==> config.mk <==
export PLATFORM = sky130hd
export DESIGN_NAME = sqrt_share_arbiter
export DESIGN_NICKNAME = d
export VERILOG_FILES = /design/src/rtl/matrix_pkg.sv /design/src/rtl/rr_arbiter.sv /design/src/rtl/sqrt_share_arbiter.sv
export SDC_FILE = /design/constraint.sdc
export NUM_CORES = 1
export LEC_CHECK = 0
export ABC_AREA = 0
export CAP_MARGIN = 20
export CORE_MARGIN = 4
export CORE_UTILIZATION = 63
export DETAILED_ROUTE_END_ITERATION = 16
export DONT_BUFFER_PORTS = 1
export GPL_TIMING_DRIVEN = 0
export PLACE_DENSITY = 0.81
export SLEW_MARGIN = 20
export SYNTH_ARGS = -nofsm -noshare
export SYNTH_HDL_FRONTEND = slang
export SYNTH_HIERARCHICAL = 1
export SYNTH_SLANG_ARGS = --single-unit
==> constraint.sdc <==
create_clock -name clk -period 6.6 [get_ports clk]
set_input_delay 0.66 -clock clk [delete_from_list [all_inputs] [get_ports clk]]
set_output_delay 0.66 -clock clk [all_outputs]
set_load 0.02 [all_outputs]
==> src/rtl/matrix_pkg.sv <==
// Shared constants and helpers for the matrix unit's shared arithmetic resources.
package matrix_pkg;

  localparam int SQRT_XW  = 20;
  localparam int SQRT_YW  = 10;
  localparam int SQRT_LAT = 6;
  localparam int MAX_N    = 8;

  // One-hot decode of a requester tag; tags at or beyond n decode to zero.
  function automatic logic [MAX_N-1:0] onehot(input logic [2:0] tag, input int n);
    logic [MAX_N-1:0] r;
    r = '0;
    if (int'(tag) < n) r[tag] = 1'b1;
    return r;
  endfunction

endpackage

==> src/rtl/rr_arbiter.sv <==
// N-way round-robin arbiter: combinational grant searching upward from a
// registered pointer, which moves past the winner whenever advance is asserted.
module rr_arbiter #(
  parameter  int N  = 4,
  localparam int TW = (N > 1) ? $clog2(N) : 1
) (
  input  logic          clk,
  input  logic          rst,
  input  logic          i_en,
  input  logic [N-1:0]  i_req,
  input  logic          i_advance,
  output logic [N-1:0]  o_grant,
  output logic [TW-1:0] o_grant_idx
);

  logic [TW-1:0] r_ptr;
  logic [TW:0]   w_sum;
  logic [TW-1:0] w_idx;
  logic          w_found;

  always_comb begin
    o_grant     = '0;
    o_grant_idx = '0;
    w_found     = 1'b0;
    w_sum       = '0;
    w_idx       = '0;
    for (int off = 0; off < N; off++) begin
      w_sum = {1'b0, r_ptr} + (TW+1)'(off);
      if (w_sum >= (TW+1)'(N)) w_sum = w_sum - (TW+1)'(N);
      w_idx = w_sum[TW-1:0];
      if (!w_found && i_en && i_req[w_idx]) begin
        w_found        = 1'b1;
        o_grant[w_idx] = 1'b1;
        o_grant_idx    = w_idx;
      end
    end
  end

  always_ff @(posedge clk or posedge rst) begin
    if (rst) begin
      r_ptr <= '0;
    end else if (i_advance && w_found) begin
      r_ptr <= (int'(o_grant_idx) == N - 1) ? '0 : o_grant_idx + 1'b1;
    end
  end

endmodule

==> src/rtl/sqrt_share_arbiter.sv <==
// Shares one fixed-latency sqrt pipeline among N requesters; a tag/valid shift
// pipe tracks ownership because the core itself has no output-valid.
module sqrt_share_arbiter #(
  parameter  int N        = 4,
  parameter  int XW       = matrix_pkg::SQRT_XW,
  parameter  int YW       = matrix_pkg::SQRT_YW,
  parameter  int SQRT_LAT = matrix_pkg::SQRT_LAT,
  localparam int TW       = $clog2(N),
  localparam int CW       = $clog2(SQRT_LAT + 3)
) (
  input  logic            clk,
  input  logic            rst,
  input  logic            en,
  input  logic [N-1:0]    req_valid,
  input  logic [N*XW-1:0] req_x,
  output logic [N-1:0]    req_ready,
  output logic            sq_valid,
  output logic [XW-1:0]   sq_x,
  input  logic [YW-1:0]   sq_y,
  output logic [N-1:0]    rsp_valid,
  output logic [YW-1:0]   rsp_y,
  output logic [CW-1:0]   inflight,
  output logic            busy
);

  import matrix_pkg::*;

  logic [N-1:0]  w_grant;
  logic [TW-1:0] w_grant_idx;
  logic          w_accept;
  logic [XW-1:0] w_x_slice [N];
  logic [XW-1:0] w_sel_x;
  logic [N-1:0]  w_rsp_oh;
  logic          w_last;
  logic          w_retire;

  logic            r_sq_valid;
  logic [XW-1:0]   r_sq_x;
  logic [SQRT_LAT:0] r_tv;
  logic [TW-1:0]   r_tag [SQRT_LAT+1];
  logic [N-1:0]    r_rsp_valid;
  logic [YW-1:0]   r_rsp_y;
  logic [CW-1:0]   r_inflight;

  rr_arbiter #(.N(N)) u_arb (
    .clk         (clk),
    .rst         (rst),
    .i_en        (en),
    .i_req       (req_valid),
    .i_advance   (w_accept),
    .o_grant     (w_grant),
    .o_grant_idx (w_grant_idx)
  );

  genvar gi;
  generate
    for (gi = 0; gi < N; gi++) begin : g_slice
      assign w_x_slice[gi] = req_x[gi*XW +: XW];
    end
  endgenerate

  assign req_ready = w_grant;
  assign w_accept  = |(req_valid & w_grant);
  assign w_sel_x   = w_x_slice[w_grant_idx];

  always_ff @(posedge clk or posedge rst) begin
    if (rst) begin
      r_sq_valid <= 1'b0;
      r_sq_x     <= '0;
    end else begin
      r_sq_valid <= w_accept;
      if (w_accept) r_sq_x <= w_sel_x;
    end
  end

  // Stage 0 loads alongside the issue register, so the last stage lines up
  // with the cycle in which sq_y carries that operand's result.
  always_ff @(posedge clk or posedge rst) begin
    if (rst) r_tv <= '0;
    else     r_tv <= {r_tv[SQRT_LAT-1:0], w_accept};
  end

  always_ff @(posedge clk) begin
    r_tag[0] <= w_grant_idx;
    for (int s = 1; s <= SQRT_LAT; s++) r_tag[s] <= r_tag[s-1];
  end

  assign w_last   = r_tv[SQRT_LAT];
  assign w_rsp_oh = N'(onehot(3'(r_tag[SQRT_LAT]), N));
  assign w_retire = |r_rsp_valid;

  always_ff @(posedge clk or posedge rst) begin
    if (rst) begin
      r_rsp_valid <= '0;
      r_rsp_y     <= '0;
    end else begin
      r_rsp_valid <= w_last ? w_rsp_oh : '0;
      if (w_last) r_rsp_y <= sq_y;
    end
  end

  always_ff @(posedge clk or posedge rst) begin
    if (rst) begin
      r_inflight <= '0;
    end else begin
      case ({w_accept, w_retire})
        2'b10:   r_inflight <= r_inflight + 1'b1;
        2'b01:   r_inflight <= r_inflight - 1'b1;
        default: r_inflight <= r_inflight;
      endcase
    end
  end

  assign sq_valid  = r_sq_valid;
  assign sq_x      = r_sq_x;
  assign rsp_valid = r_rsp_valid;
  assign rsp_y     = r_rsp_y;
  assign inflight  = r_inflight;
  assign busy      = (r_inflight != '0);

endmodule

# == Word level (Yosys, flattened, before mapping) ==
# Memories as Yosys holds them, arrays and structs flattened.
# Cells that the tools add are included.
# word_totals
mem_bits_rw,14
mem_count,1
reg_bits,48
input_bits,97
# op_classes
magnitude_cmp,15
reduce_logical,20
n_mux,40
bitwise,5
n_addsub,10
n_eq_ne,3
# memory_table
name,depth,width,read_ports,rd_clocked_by_memory_dff,wr,line,source
r_tag,7,2,7,0,7,sqrt_share_arbiter.sv:40,logic [TW-1:0] r_tag [SQRT_LAT+1];
# ops
operator,n
binary-select mux 20 bit (select 2 bit),1
two-way mux 20 bit,2
two-way mux 4 bit,5
two-way mux 2 bit,9
logical AND 1 bit,13
two-way mux 1 bit,13
>= comparator 3 bit (second input constant),4
less-than comparator 2 x 3 -> 1 bit (second input constant),4
bitwise OR 4 bit,3
demux 1 bit (select 2 bit),5
>= comparator 2 x 1 -> 1 bit (second input constant),5
binary-select mux 1 bit (select 2 bit),4
case mux 4 bit (2 select lines),1
OR reduction 4 bit,2
subtractor 2 x 1 -> 2 bit (second input constant),4
adder 2 x 2 -> 3 bit (second input constant),2
adder 4 x 1 -> 4 bit (second input constant),1
bitwise AND 4 bit,1
equality test 2 x 1 -> 1 bit (second input constant),2
less-than comparator 2 x 4 -> 1 bit (second input constant),1
nonzero test 4 bit,1
subtractor 4 x 1 -> 4 bit (second input constant),1
adder 2 x 1 -> 3 bit (second input constant),1
>= comparator 2 x 3 -> 1 bit (second input constant),1
5 further kinds,7

# == Depth between registers and ports, before layout ==
# Gate-level depths: netlist of run 1.
# logic_depth
ltp_word,22
ltp_mapped,19
depth_no_buf,17

# == By module ==
# The synthesis of run 1 kept the hierarchy.
# by_module_without_submodules
module,seq_area_each_um2,n_inst,area_each_um2,cells_per_inst
sqrt_share_arbiter,1406.3,1,2486.1,152
rr_arbiter,50.0,1,608.1,72

# == Least setup slack after synthesis of run 1 ==
# Ideal clock, no wire load.
# synth_path
kind,register to register
startpoint,reg (tool-made name)
endpoint,reg r_inflight[2] (netlist: inflight[2])
stages_incl_launch_ff,20
arrival_time_ps,4992
slack_ps,1476
period_less_slack_ps,5124
setup_ps,132
path_cell_list,dfrtp_1 > buf_2 > clkinv_1 > ha_1 > mux4_2 > or2_4 > nor3_1 > a22oi_1 > o21ai_0 > a22oi_1 > nand2_1 > buf_2 > inv_1 > ha_1 > xor2_1 > ha_1 > or3b_1 > a31oi_1 > and3b_1 > xnor2_1
# synth_rtl
element,line,source
to (signal assigned),sqrt_share_arbiter.sv:107,2'b10: r_inflight <= r_inflight + 1'b1;
to (signal assigned),sqrt_share_arbiter.sv:108,2'b01: r_inflight <= r_inflight - 1'b1;
to (signal assigned),sqrt_share_arbiter.sv:109,default: r_inflight <= r_inflight;
to (decl),sqrt_share_arbiter.sv:43,logic [CW-1:0] r_inflight;

==> metrics.yaml, run 1 <==
clock_network:
  clock-sinks: 61
  clk_path_buf_depth: 2
  cts_setup_buffers: 0
  ctsResizeCount: 0
  clkTransAtPathRegs_ps: 60
  cts-buffers-inserted: 9
  clk_latency_ps: 330
  holdBufCountCts: 0
  htreeDepth: 3
  cts_tree: "done"
  cts-root-buf: "clkbuf_8"
min_path:
  hold_path.class: "input port to asynchronous set/reset pin"
setup_path:
  crit_family: "simple AND/OR/NAND/NOR gates"
  crit_arrival_ps: 6240
  cp.required_ps: 6800
  slowest_delay_ps: 610
  crit_chain: "buf_2, clkinv_1, ha_1, mux4_2, or2_4, nor3_1, a22oi_1, o21ai_0, a22oi_1, nand2_1, buf_2, inv_1, ha_1, xor2_1, ha_1, or3b_1, a31oi_1, and3b_1, xnor2_1"
  crit_top_cell: "ha_1"
  cp_max_fo: 12
  end_kind: "flop"
  timing.rr.end: "inflight[2]$_DFFE_PP0P_"
  r2r_cells: 19
  cp.buffers_inverters: 4
  cpMaxStageDelayCell: "mux4_2"
  critPathLaunchType: "flop"
  crit_type: "flop to flop"
  regToRegSetupSlack_ps: 550
die:
  die_h_microns: 78.1
  die_w_microns: 78.1
  pin_count: 141
  placementRows: 25
  start_util_pct: 65.1
  die_area_sq_mm: 0.00610
  coreArea_sq_mm: 0.00475
synth:
  synth-async-reset-ratio_pct: 77.0
  ys.flop_type: "dfrtp_1"
  ys_types: 41
  synth.area.top_cells: "dfrtp_1 38%, mux4_2 16%, mux2_2 12%"
  ys_seq_elements: 61
  synth_area_per_cell_sq_um: 13.8
  synthCells: 224
  synth_nets: 331
  yosysTopAreaCell: "dfrtp_1"
  synth_edf_count: 0
  yosysTopAreaCellShare_pct: 38.0
  ys_seq_area_share_pct: 47.1
  ys_warn_count: 6
  netlist_area_sq_mm: 0.00309
layout:
  layout_commonest_cell: "dfrtp_1"
  area_growth_pct: 9.30
  drive_gt1_share_pct: 34.0
  nFillCells: 331
  final_area_sq_mm: 0.00338
  mostFrequentLayoutCells: "47 x dfrtp_1, 33 x mux2_2, 22 x mux4_2"
  final_util_pct: 71.1
  diodes: 0
  nNetsFinal: 343
routing:
  firstDrtPassIters: 4
  drt-total-wl_microns: 6290
  drtAntennaViolNets: 0
  wire_per_inst_microns: 20.4
  vias: 1938
  drt_first_iter_violations: 68
  via_per_inst: 6.29
  drc: 0
place:
  gp_congestion: 0.802
  placement.cell_area_sq_mm: 0.00320
  io_buffers: 0
  hpwlAfterDp_microns: 5010
timing:
  rsz0062_at_grt: "no"
  final-setup-viol-count: 0
  fin_crit_ps: 6050
  setup_tns_ps: 0
  fin_hold_ws_ps: 75.4
  slew_violations: 0
  fmax_mhz: 165
  tightest_slew_ps: 813
  maxSlewHeadroom_pct: 45.2
  skew_ps: 7.62
  fin_crit_sh_pct: 91.6
  final_hold_viol_count: 0
grt:
  grt_pass1_vias: 2079
  overflow: 0
  track_usage_pct: 21.8
  grt_pass1_wl_microns: 10000
  grt_max_degree: 27
  antenna_found_initial: 0
run_status:
  status: "finished clean"
power:
  vdd_drop_max_v: 0.000369
  p_total_uw: 1910
  leakage_uw: 0.00137
  powerDensity_mw_per_mm2: 566
run:
  maxCapViolations: 0
==> power by group <==
| group | internal, uW | total, uW | switching (uW) |
|---|---|---|---|
| logic | 427 | 792 | 364 |
| clock network | 172 | 304 | 131 |
| registers | 553 | 819 | 266 |
| total | 1150 | 1910 | 762 |
==> synthesized netlist by cell type (2+ instances only) <==
cell and instances:
nor3_1 4, o21ai_0 7, nor2b_1 2, xor2_1 3
o311ai_0 3, a22oi_1 7, xnor2_1 3, buf_6 2
and3b_1 3, nor2_1 8, buf_2 5, dfxtp_1 14
dfrtp_1 47, ha_1 10, inv_1 5, mux2i_1 4
nor3b_1 5, a21oi_1 4, nand2_1 10, clkbuf_1 4
mux4_2 22, mux2_2 33
==> worst max-delay path by stage <==
stage | slack, ps | cells after the start | to | startpoint
floorplan | 1480 | 19 | inflight[2]$_DFFE_PP0P_ | flop
CTS | 560 | 19 | inflight[2]$_DFFE_PP0P_ | flop
global route | 130 | 19 | inflight[2]$_DFFE_PP0P_ | flop
finish | 550 | 19 | inflight[2]$_DFFE_PP0P_ | flop
detailed placement | 560 | 19 | inflight[2]$_DFFE_PP0P_ | flop
global placement | 720 | 19 | inflight[2]$_DFFE_PP0P_ | flop
==> stage by stage <==
stage | instances | worst slack, ps
finish | 308 | 552
detailed placement | 292 | 559
floorplan | 224 | 1480
global route | 308 | 126
global placement | 291 | 723
CTS | 308 | 556
==> metal layers <==
metal	track usage [%]	share of wire (%)	vias up	routed length, microns
met1	24.6	37	938	2320
met5	0	0	-	0
met3	10.2	11	5	697
met4	7.34	0.92	0	58
li1	-	-	879	-
met2	36.5	51	116	3220
==> worst register-to-register path, stage by stage (launching register included) <==
cell and delay, ps:
dfrtp_1 520, buf_2 270, clkinv_1 300, ha_1 530
mux4_2 610, or2_4 280, nor3_1 490, a22oi_1 140
o21ai_0 350, a22oi_1 330, nand2_1 230, buf_2 300
inv_1 80, ha_1 290, xor2_1 170, ha_1 220
or3b_1 350, a31oi_1 130, and3b_1 210, xnor2_1 120
==> registers in the layout, summed over array words and instances, names as in the netlist, named ones only <==
signal and count:
r_tv 7, u_arb/r_ptr 1, inflight 4, sq_x 20, rsp_valid 4, rsp_y 10
r_tag 14
==> layout make-up <==
class,count,area [sq um],area share (%)
timing repair buffer,1,20.0,0.592
sequential,61,1460,43.1
clock buffer,11,131,3.88
tap,67,83.8,2.48
inverter,6,22.5,0.666
buffer,11,62.6,1.85
multi-input combinational,146,1550,45.9
clock inverter,5,52.6,1.55
==> cell families (layout without fill, tap and decap cells) <==
logic type                 count (synthesis)  after routing  share of synthesized area (%)
and+or+nand+nor                           43             43                           8.21
muxes                                     60             60                           30.2
AOI/OAI and AO/OA                         27             27                           6.07
buffers and inverters                     17             34                           2.75
DFF                                       61             61                           47.1
adders and majority gates                 10             10                           4.04
xor gates and xnor gates                   6              6                           1.70
(Power assumes the default switching activity.)
==> inputs of run 2 (changes only) <==
- CAP_MARGIN: 20 -> default
- clock period: 6.6 -> 6.1 ns (I/O delays scaled with it)
==> metrics.yaml, run 2 (synthesized netlist as in run 1, its figures left out) <==
place:
  gp_congestion: 0.802
  io_buffers: 0
  hpwlAfterDp_microns: 5010
grt:
  track_usage_pct: 21.8
  use_met2_pct: 36.5
  grtUsageMet3_pct: 10.2
  grt_pass1_wl_microns: 10000
  overflow: 0
  grt_max_degree: 27
  grt-busiest-layer: "met2"
  grt_use_met1_pct: 24.6
  antenna_found_initial: 0
  grt_pass1_vias: 2079
power:
  vdd_drop_max_v: 0.000400
  swShare_pct: 39.9
  leakage_uw: 0.00137
  internal_power_uw: 1250
  seqPwrFrac_pct: 42.5
  p_total_uw: 2080
  clkPwrFrac_pct: 15.8
  switchingPower_uw: 831
  pwr-share-comb_pct: 41.7
  powerDensity_mw_per_mm2: 612
die:
  die_h_microns: 78.1
  pin_count: 141
  die_w_microns: 78.1
  coreArea_sq_mm: 0.00475
  placementRows: 25
  die_area_sq_mm: 0.00610
  start_util_pct: 65.1
layout:
  largest_register_ffs: 20
  diodes: 0
  drive_gt1_share_pct: 36.1
  nNetsFinal: 343
  mostFrequentLayoutCells: "47 x dfrtp_1, 33 x mux2_2, 22 x mux4_2"
  layout_commonest_cell: "dfrtp_1"
  area_growth_pct: 9.99
run:
  maxCapViolations: 0
routing:
  vias: 1944
  wire_per_inst_microns: 20.5
  drt-total-wl_microns: 6300
  drt_first_iter_violations: 59
  via_per_inst: 6.31
  firstDrtPassIters: 4
  drtAntennaViolNets: 0
  drc: 0
run_status:
  status: "finished clean"
timing:
  fmax_mhz: 175
  rsz0062_at_grt: "no"
  fin_crit_ps: 5730
  slew_violations: 0
  skew_ps: 7.74
  setup_tns_ps: 0
  tightest_slew_ps: 853
  final-setup-viol-count: 0
  fin_crit_sh_pct: 93.9
  maxSlewHeadroom_pct: 42.6
  final_hold_viol_count: 0
clock_network:
  cts-buffers-inserted: 9
  clk_path_buf_depth: 2
  htreeDepth: 3
  clkTransAtPathRegs_ps: 60
  clock-sinks: 61
  cts_setup_buffers: 0
  cts-root-buf: "clkbuf_8"
  clk_latency_ps: 330
  cts_tree: "done"
setup_path:
  cp.required_ps: 6300
  end_kind: "flop"
  crit_arrival_ps: 5920
  critPathLaunchType: "flop"
  cp_max_fo: 12
  crit_type: "flop to flop"
min_path:
  hold_path.class: "input port to asynchronous set/reset pin"
run 2: changes by cell type in the layout (fill, tap and decap cells not counted):
cell and change:
nor3_1 -2, nor3_2 +2, a22oi_1 -1, a22oi_2 +1, clkinv_1 -1, clkinvlp_4 +1, ha_1 -1, ha_2 +1
o21ai_0 -1, o21ai_1 +1
run 2: layout make-up:
type | instances | area [sq um]
fillers | 330 | 1350
flip-flops and latches | 61 | 1460
clock buffers | 11 | 131
inverters | 6 | 26.3
clock inverters | 5 | 52.6
well taps | 67 | 83.8
plain buffers | 11 | 62.6
repair buffers | 1 | 20.0
multi-input cells | 146 | 1570
run 2: critical path, cell delays in order, from the launching register on:
cell and delay [ps]:
dfrtp_1 520, buf_2 290, clkinvlp_4 250, ha_2 460, mux4_2 590, or2_4 290, nor3_2 320, a22oi_1 110
o21ai_0 320, a22oi_1 330, nand2_1 230, buf_2 300, inv_1 80, ha_1 290, xor2_1 170, ha_1 220
or3b_1 350, a31oi_1 130, and3b_1 210, xnor2_1 120
run 2: power groups by stage:
stage | sequential, uW | combinational [uW] | clock [uW]
after floorplan | 850 | 741 | 0
after global placement | 886 | 837 | 0
after detailed placement | 895 | 867 | 0
after CTS | 890 | 867 | 341
after global routing | 913 | 967 | 360
final | 886 | 869 | 329
run 2: repair_timing:
item                       CTS  global route
setup endpoints to repair    0             1
resized for setup            0             6
hold buffers                 0             0
run 2: stage by stage:
stage / utilization, % / hold slack [ps] / worst slack, ps / cells / instance area [sq um]
after floorplan: - / 310 / 976 / 224 / 3090
after global placement: 66.8 / 310 / 223 / 291 / 3180
after global routing: 71.6 / 2.63 / 36.7 / 308 / 3400
after CTS: 71.1 / 5.28 / 56.1 / 308 / 3380
after detailed placement: 67.3 / 312 / 59.2 / 292 / 3200
final: 71.6 / 25.3 / 374 / 308 / 3400
run 2: worst paths after layout:
check | startpoint | endpoint | slack, ps | depth (start not counted)
worst max-delay path | flop | inflight[2]$_DFFE_PP0P_ | 370 | 19
worst min-delay path | rst | u_arb/r_ptr[1]$_DFFE_PP0P_ | 30 | 1
worst max register to register | flop | inflight[2]$_DFFE_PP0P_ | 370 | 19
worst min register to register | r_tag[2][1]$_DFF_P_ | r_tag[3][1]$_DFF_P_ | 320 | 0
max in group asynchronous | rst | rsp_y[0]$_DFFE_PP0P_ | 5450 | 2
min in group clk | r_tag[2][1]$_DFF_P_ | r_tag[3][1]$_DFF_P_ | 320 | 0
run 2: metal layers:
metal,up-vias,part of all wire (%)
met2,116,51
met3,5,11
met5,-,0
met1,946,37
li1,877,-
met4,0,0.92
==> inputs of run 3 (changes only) <==
- GPL_TIMING_DRIVEN: 0 -> default
==> metrics.yaml, run 3 (synthesized netlist as in run 1, its figures left out) <==
run_status:
  status: "finished clean"
place:
  gp_congestion: 0.775
  hpwlAfterDp_microns: 5210
  io_buffers: 0
  placement.cell_area_sq_mm: 0.00313
  dp.cells: 282
clock_network:
  clkTransAtPathRegs_ps: 70
  ctsResizeCount: 0
  clk_path_buf_depth: 2
  cts_setup_buffers: 0
  cts-buffers-inserted: 9
  clock-sinks: 61
  cts_tree: "done"
  clk_latency_ps: 320
  htreeDepth: 3
  holdBufCountCts: 0
  cts-root-buf: "clkbuf_8"
routing:
  via_per_inst: 6.68
  top_layer_used: "met4"
  vias: 1991
  wl_met1_microns: 2380
  wl_met3_microns: 800
  drt_first_iter_violations: 92
  drt-total-wl_microns: 6870
  firstDrtPassIters: 5
  drtAntennaViolNets: 0
  routed-wl-met2_microns: 3520
  drc: 0
  wire_per_inst_microns: 23.0
grt:
  grt_max_degree: 46
  antenna_found_initial: 0
  track_usage_pct: 23.5
  overflow: 0
  grt_pass1_vias: 2092
  grt_pass1_wl_microns: 10700
timing:
  maxSlewHeadroom_pct: 26.1
  tightest_slew_ps: 1110
  rsz0062_at_grt: "no"
  slew_violations: 0
  final_hold_viol_count: 0
  final-setup-viol-count: 0
  skew_ps: 11.1
  fin_crit_sh_pct: 91.2
  fmax_mhz: 180
  fin_crit_ps: 5560
  setup_tns_ps: 0
  fin_hold_ws_ps: 25.5
layout:
  layout_commonest_cell: "dfrtp_1"
  diodes: 0
  largest_register_ffs: 20
  area_growth_pct: 6.39
  nFillCells: 347
  final_util_pct: 69.2
  final_area_sq_mm: 0.00329
  mostFrequentLayoutCells: "47 x dfrtp_1, 33 x mux2_2, 22 x mux4_2"
  instances_no_fill: 298
  drive_gt1_share_pct: 33.3
  nNetsFinal: 333
die:
  die_h_microns: 78.1
  die_area_sq_mm: 0.00610
  coreArea_sq_mm: 0.00475
  placementRows: 25
  pin_count: 141
  start_util_pct: 65.1
  die_w_microns: 78.1
setup_path:
  crit_chain: "clkinv_1, ha_1, mux4_2, or2_4, nor3_1, a22oi_1, o21ai_0, a22oi_1, nand2_1, inv_1, ha_1, xor2_1, ha_1, or3b_1, a31oi_1, and3b_1, xnor2_1"
  cpMaxStageDelayCell: "dfrtp_1"
  critPathLaunchType: "flop"
  crit_family: "simple AND/OR/NAND/NOR gates"
  cp_max_fo: 16
  crit_arrival_ps: 5760
  cp.required_ps: 6290
  cp.buffers_inverters: 2
  crit_type: "flop to flop"
  crit_top_cell: "ha_1"
  slowest_delay_ps: 680
  end_kind: "flop"
min_path:
  hold_path.class: "input port to asynchronous set/reset pin"
run:
  maxCapViolations: 0
power:
  powerDensity_mw_per_mm2: 619
  leakage_uw: 0.00132
  vdd_drop_max_v: 0.000338
## run 3: cell count changes in the layout (fill, tap and decap cells not counted), sizes merged
| cell | previous run | this run |
|---|---|---|
| buf | 8 | 2 |
| clkbuf | 15 | 11 |
| clkinv | 3 | 5 |
| bufinv | 1 | 0 |
| clkinvlp | 2 | 1 |
## run 3: final cells by class
type	count	area [sq um]	share of cell area [%]
multi-input combinational	146	1560	47.2
clock buffer	11	131	3.99
sequential	61	1460	44.2
inverter	6	22.5	0.684
timing repair buffer	2	15.0	0.456
clock inverter	5	27.5	0.836
tap	67	83.8	2.55
## run 3: worst paths after layout
path                                           from                          to  slack [ps]  cells past startpoint
worst min-delay path                            rst  asynchronous set/reset pin          30                      1
min in group clk                r_tag[4][1]$_DFF_P_         r_tag[5][1]$_DFF_P_         320                      0
worst min register to register  r_tag[4][1]$_DFF_P_         r_tag[5][1]$_DFF_P_         320                      0
max in group asynchronous                       rst      rsp_valid[2]$_DFF_PP0_        5180                      1
worst max-delay path                           flop     inflight[2]$_DFFE_PP0P_         540                     17
worst max register to register                 flop     inflight[2]$_DFFE_PP0P_         540                     17
## run 3: worst register-to-register path, cell delays in order, from the launching register on
cell and delay (ps):
dfrtp_1 680, clkinv_1 430, ha_1 550, mux4_2 610
or2_4 280, nor3_1 420, a22oi_1 160, o21ai_0 320
a22oi_1 300, nand2_1 160, inv_1 50, ha_1 270
xor2_1 170, ha_1 230, or3b_1 350, a31oi_1 140
and3b_1 200, xnor2_1 120
## run 3: layer usage
metal	up-vias	track usage [%]
met2	154	39.2
met3	17	9.06
met1	963	26.3
met5	-	0
li1	857	-
met4	0	11.5
## run 3: power breakdown
group          internal [uW]  switching (uW)  total (uW)
logic                    452             387         839
clock network            145             146         291
registers                597             310         908
total                   1190             843        2040
## run 3: per-stage QoR
stage | power (uW) | worst slack, ps
CTS | 2050 | 622
floorplan | 1590 | 976
global placement | 1690 | 1010
finish | 2040 | 538
global route | 2170 | 152
detailed placement | 1760 | 642
